**src/rtl/clk_period_meter.sv**
```systemverilog
// Measures rise-to-rise period and rise-to-fall high time of an asynchronous
// clock in clk_in cycles, with sticky no-edge timeout and period lock detection.
//
// state      | meaning
// -----------+--------------------------------------------------------------
// ST_IDLE    | disabled; lock/timeout/good/cnt cleared, results retained
// ST_ARM     | waiting for the first rise to align the interval counter
// ST_MEASURE | counting between rises, capturing the falling-edge count
module clk_period_meter #(
    parameter int CNT_W       = 21,
    parameter int SYNC_STAGES = 2,
    parameter int TIMEOUT     = 1000000,
    parameter int LOCK_TOL    = 1,
    parameter int LOCK_COUNT  = 4
) (
    input  logic             clk_in,
    input  logic             rst_n,
    input  logic             sig_in,
    input  logic             enable,
    input  logic [CNT_W-1:0] exp_period,
    output logic [CNT_W-1:0] period,
    output logic [CNT_W-1:0] high_time,
    output logic             meas_valid,
    output logic             timeout,
    output logic             locked
);

    localparam int ERR_W  = CNT_W + 1;
    localparam int GOOD_W = (LOCK_COUNT < 1) ? 1 : $clog2(LOCK_COUNT + 1);
    localparam logic [GOOD_W-1:0] GOOD_MAX = GOOD_W'(LOCK_COUNT);
    localparam logic [CNT_W-1:0]  CNT_TO   = CNT_W'(TIMEOUT);
    localparam logic [ERR_W-1:0]  ERR_TOL  = ERR_W'(LOCK_TOL);

    typedef enum logic [1:0] {
        ST_IDLE,
        ST_ARM,
        ST_MEASURE
    } state_t;

    state_t                 state_q;
    logic [SYNC_STAGES-1:0] sync_q;
    logic                   hist_q;
    logic [CNT_W-1:0]       cnt_q;
    logic [CNT_W-1:0]       high_q;
    logic [GOOD_W-1:0]      good_q;
    logic [CNT_W-1:0]       period_q;
    logic [CNT_W-1:0]       high_time_q;
    logic                   meas_valid_q;
    logic                   timeout_q;
    logic                   locked_q;

    logic                   sync_out;
    logic                   rise;
    logic                   fall;
    logic [ERR_W-1:0]       err_raw;
    logic [ERR_W-1:0]       err_abs;
    logic                   in_tol;
    logic [GOOD_W-1:0]      good_d;
    logic                   locked_d;

    assign sync_out = sync_q[SYNC_STAGES-1];
    assign rise     = sync_out & ~hist_q;
    assign fall     = ~sync_out & hist_q;

    // Lock bookkeeping for the measurement that would complete this cycle.
    always_comb begin
        err_raw  = {1'b0, cnt_q} - {1'b0, exp_period};
        err_abs  = err_raw[CNT_W] ? (~err_raw + ERR_W'(1)) : err_raw;
        in_tol   = (err_abs <= ERR_TOL);
        good_d   = '0;
        if (in_tol) begin
            good_d = (good_q == GOOD_MAX) ? good_q : good_q + GOOD_W'(1);
        end
        locked_d = in_tol && (good_d == GOOD_MAX);
    end

    always_ff @(posedge clk_in or negedge rst_n) begin
        if (!rst_n) begin
            state_q      <= ST_IDLE;
            sync_q       <= '0;
            hist_q       <= 1'b0;
            cnt_q        <= '0;
            high_q       <= '0;
            good_q       <= '0;
            period_q     <= '0;
            high_time_q  <= '0;
            meas_valid_q <= 1'b0;
            timeout_q    <= 1'b0;
            locked_q     <= 1'b0;
        end else begin
            sync_q       <= {sync_q[SYNC_STAGES-2:0], sig_in};
            hist_q       <= sync_out;
            meas_valid_q <= 1'b0;
            if (!enable) begin
                state_q   <= ST_IDLE;
                cnt_q     <= '0;
                good_q    <= '0;
                timeout_q <= 1'b0;
                locked_q  <= 1'b0;
            end else begin
                case (state_q)
                    ST_IDLE: begin
                        state_q <= ST_ARM;
                        cnt_q   <= '0;
                    end
                    ST_ARM: begin
                        if (rise) begin
                            state_q <= ST_MEASURE;
                            cnt_q   <= CNT_W'(1);
                        end else if (cnt_q == CNT_TO) begin
                            timeout_q <= 1'b1;
                            locked_q  <= 1'b0;
                            good_q    <= '0;
                            cnt_q     <= '0;
                        end else begin
                            cnt_q <= cnt_q + CNT_W'(1);
                        end
                    end
                    ST_MEASURE: begin
                        if (rise) begin
                            period_q     <= cnt_q;
                            high_time_q  <= high_q;
                            meas_valid_q <= 1'b1;
                            timeout_q    <= 1'b0;
                            good_q       <= good_d;
                            locked_q     <= locked_d;
                            cnt_q        <= CNT_W'(1);
                        end else if (cnt_q == CNT_TO) begin
                            state_q   <= ST_ARM;
                            timeout_q <= 1'b1;
                            locked_q  <= 1'b0;
                            good_q    <= '0;
                            cnt_q     <= '0;
                        end else begin
                            cnt_q <= cnt_q + CNT_W'(1);
                            if (fall) begin
                                high_q <= cnt_q;
                            end
                        end
                    end
                    default: state_q <= ST_IDLE;
                endcase
            end
        end
    end

    assign period     = period_q;
    assign high_time  = high_time_q;
    assign meas_valid = meas_valid_q;
    assign timeout    = timeout_q;
    assign locked     = locked_q;

endmodule

```
**config.mk**
```make
export PLATFORM = sky130hd
export DESIGN_NAME = clk_period_meter
export DESIGN_NICKNAME = d
export VERILOG_FILES = /design/src/rtl/clk_period_meter.sv
export SDC_FILE = /design/constraint.sdc
export NUM_CORES = 1
export LEC_CHECK = 0
export ABC_AREA = 1
export CAP_MARGIN = 20
export CORE_ASPECT_RATIO = 0.8
export CORE_UTILIZATION = 45
export CTS_CLUSTER_DIAMETER = 100
export DETAILED_ROUTE_END_ITERATION = 8
export GPL_TIMING_DRIVEN = 0
export MAX_ROUTING_LAYER = met4
export PLACE_DENSITY = 0.64
export SYNTH_ARGS = -nofsm -noshare
export SYNTH_HDL_FRONTEND = slang
export SYNTH_SLANG_ARGS = --single-unit
export TNS_END_PERCENT = 100
```
**constraint.sdc**
```tcl
create_clock -name clk_in -period 3.4 [get_ports clk_in]
set_input_delay 0.34 -clock clk_in [delete_from_list [all_inputs] [get_ports clk_in]]
set_output_delay 0.34 -clock clk_in [all_outputs]
set_load 0.05 [all_outputs]
```
==> out/qor.yml <==
placement:
  preCtsSetupSlack_ns: -0.1748
  dp_hpwl_um: 12590
  gp_congestion: 0.9160
  io_buffers: 69
grt:
  grt_pass1_wl_um: 25480
  antenna_found_initial: 0
  globalRouteTotalUtil: 0.2311
  grt_max_degree: 71
  grt_pass1_vias: 5080
  grt_overflow_total: 0
logic_synthesis:
  avgSynthCellArea_um2: 6.862
  synth_nets: 971
  synthCells: 916
  synth-seq-area-share: 0.3782
  ys_ff_latch: 95
  synth_edf_count: 0
  synth.cell_area_um2: 6286
  synthDistinctLibCells: 44
  ys.flop_type: "dfrtp_1"
  ys_warn_count: 0
  synthArstFlopShare: 1.000
die:
  die_h_um: 107.7
  num_rows: 38
  die_w_um: 134.1
  initial_utilization: 0.4623
  io_pins: 70
  dieArea_um2: 14450
  core_area_um2: 13600
run:
  max_cap_viol_count: 0
setup_path:
  cpMaxStageDelayCell: "fa_2"
  crit_chain: "clkinvlp_4 > ha_4 > fa_2 > nand2_1 > nor2_1 > nand3_1 > nor2_2 > nand3_2 > nor2_2 > nand3_2 > nand3b_1 > nand2_1 > nor2_2 > nand3_2 > nor2_4 > nand2_1 > o21ai_1 > nand2_1 > nand2_1"
  critPathArrivalTime_ns: 3.54
  cp-end-kind: "flop"
  reg2reg_slack_ns: 0.15
  cp-start-kind: "flop"
  critPathMaxStageDelay_ns: 0.59
  reg2reg_depth: 19
  rr_endpoint: "good_q[1]$_DFFE_PN0P_"
  worstPathMaxFanout: 3
  worstPathRequired_ns: 3.68
  r2r_start: "cnt_q[0]$_DFFE_PN0P_"
  crit_path_frequent_cell: "nand2_1"
  crit_family: "simple AND/OR/NAND/NOR gates"
  critPathBufInv: 1
  crit_type: "reg -> reg"
clocking:
  cts.path.max_buffers: 2
  cts-buffers-inserted: 9
  tritoncts: "yes"
  cts_root_buf: "clkbuf_16"
  cts.clk_slew.worst_paths_ns: 0.06
  htree_levels: 3
  cts_sinks: 95
  clock_latency_ns: 0.34
timing:
  fin_crit_ns: 3.255
  max-slew-margin-rel: 0.2310
  hold_viol: 0
  rsz0062_at_grt: "yes"
  worst_clock_skew_ns: 0.009262
  setup_ws_ns: 0.1451
  setup_viol: 0
  worst_pin_slew_ns: 1.145
  drv_slew: 0
  post-route-period-util: 0.9573
  fmax_mhz: 307.2
power_and_ir_drop:
  p_leak_nw: 3.869
  peakVddDrop_uv: 292.6
  fin_total_pwr_mw: 2.887
  p_per_area_nw_per_um2: 376.3
routing:
  wl_per_cell_um: 13.35
  drc_errors: 0
  wirelength_um: 15880
  first_pass_iters: 6
  via_per_inst: 4.967
  drtAntennaViolNets: 0
  vias: 5911
  drt_first_iter_violations: 441
layout:
  multiInputGateArea_um2: 3407
  layout-drive-gt1-share: 0.08911
  diodes: 0
  final_cell_mix: "nand2_1 (323), inv_1 (126), dfrtp_1 (94), clkdlybuf4s50_1 (68), nand3_1 (66)"
  nFillCells: 1360
  final_common_cell: "nand2_1"
  area_growth_pct: 22.05
  finalNetCount: 1060
  ff_latch_area_um2: 2379
min_path:
  hold_path_end: "sync_q[1]$_DFF_PN0_"
  min_from: "sync_q[0]$_DFF_PN0_"
  hold_path_depth: 0
  hold_path.class: "reg -> reg"
outcome:
  status: "completed"
-- area by class of cell --
type	count	area share
Buffer	15	0.008969
Clock buffer	11	0.03294
Clock inverter	5	0.004892
Inverter	138	0.06833
Multi-Input combinational cell	668	0.4441
Sequential cell	95	0.3100
Tap cell	180	0.02935
Timing Repair Buffer	78	0.1014
-- through the flow --
stage / setup TNS [ns] / hold WS, ns / utilization / instances / cell area, um2
floorplan: 0 / 0.04441 / - / 916 / 6286
global placement: -151.71 / 0.3348 / 0.5296 / 1165 / 7202
detailed placement: -0.5881 / 0.2764 / 0.5315 / 1166 / 7227
CTS: 0 / 0.3561 / 0.5545 / 1184 / 7540
global route: -0.1203 / 0.3598 / 0.5642 / 1190 / 7672
finish: 0 / 0.3533 / 0.5642 / 1190 / 7672
-- cells in the mapped netlist, types with 8 or more instances --
| cell type | number | area share |
|---|---|---|
| clkbuf_1 | 12 | 0.0072 |
| nor2_1 | 56 | 0.033 |
| nand3_1 | 70 | 0.056 |
| dfrtp_1 | 95 | 0.38 |
| nand2_1 | 327 | 0.20 |
| nor2_2 | 9 | 0.0090 |
| nand4_1 | 8 | 0.0080 |
| inv_1 | 128 | 0.076 |
| nor3_1 | 14 | 0.011 |
| xor2_1 | 8 | 0.011 |
| nand2_2 | 8 | 0.0080 |
| ha_1 | 29 | 0.058 |
| a21oi_1 | 27 | 0.021 |
| o21ai_0 | 63 | 0.050 |
-- metal layers --
metal / GRT usage / routed length [um] / vias to the layer above / part of all wire
met5: - / 0 / - / 0
met4: 0.03371 / 64 / 0 / 0.0040
met3: 0.04426 / 952 / 6 / 0.060
met2: 0.3194 / 6448 / 140 / 0.41
met1: 0.3520 / 8418 / 2683 / 0.53
li1: - / - / 3082 / -
-- worst reg2reg max path, cell delays in order, from the launching register on --
cell	delay (ns)
dfrtp_2	0.43
clkinvlp_4	0.16
ha_4	0.19
fa_2	0.59
nand2_1	0.05
nor2_1	0.17
nand3_1	0.16
nor2_2	0.16
nand3_2	0.12
nor2_2	0.19
nand3_2	0.12
nand3b_1	0.10
nand2_1	0.07
nor2_2	0.11
nand3_2	0.10
nor2_4	0.15
nand2_1	0.08
o21ai_1	0.14
nand2_1	0.06
nand2_1	0.06
-- sequential cells by signal (all words and copies together) (netlist names) --
register / cells
hist_q: 1
meas_valid: 1
good_q: 3
locked: 1
period: 21
state_q: 2
cnt_q: 21
timeout: 1
high_q: 21
high_time: 21
sync_q: 2
-- where the power goes --
| group | switching (mW) | internal [mW] | total, mW |
|---|---|---|---|
| registers | 0.0294 | 1.17 | 1.20 |
| logic | 0.488 | 0.236 | 0.724 |
| clock network | 0.428 | 0.539 | 0.967 |
| total | 0.945 | 1.94 | 2.89 |
-- repair_timing --
item | in CTS | in global routing
hold buffers | 1 | 0
setup buffers | 1 | 6
pin swaps | 0 | 7
gates resized for setup | 2 | 23
endpoints found under the setup margin | 4 | 7
cloned | 0 | 0
endpoints found under the hold margin | 25 | 0
-- cells by family after synthesis --
kind of cell	share of synthesized area
buf+inv	0.09375
simple gates	0.3571
flops	0.3782
xor+xnor	0.01672
fa+ha+maj	0.06091
compound gates	0.09335
-- worst max path at each step --
stage	from	endpoint	cells after the start
5_1_grt	cnt_q[0]$_DFFE_PN0P_	good_q[2]$_DFFE_PN0P_	22
2_1_floorplan	cnt_q[0]$_DFFE_PN0P_	good_q[2]$_DFFE_PN0P_	22
3_5_place_dp	exp_period[14]	good_q[2]$_DFFE_PN0P_	21
6_report	cnt_q[0]$_DFFE_PN0P_	good_q[1]$_DFFE_PN0P_	19
4_1_cts	cnt_q[0]$_DFFE_PN0P_	good_q[2]$_DFFE_PN0P_	22
3_3_place_gp	rst_n	good_q[0]$_DFFE_PN0P_	1
Note: power is estimated with default switching activity, not from simulation.
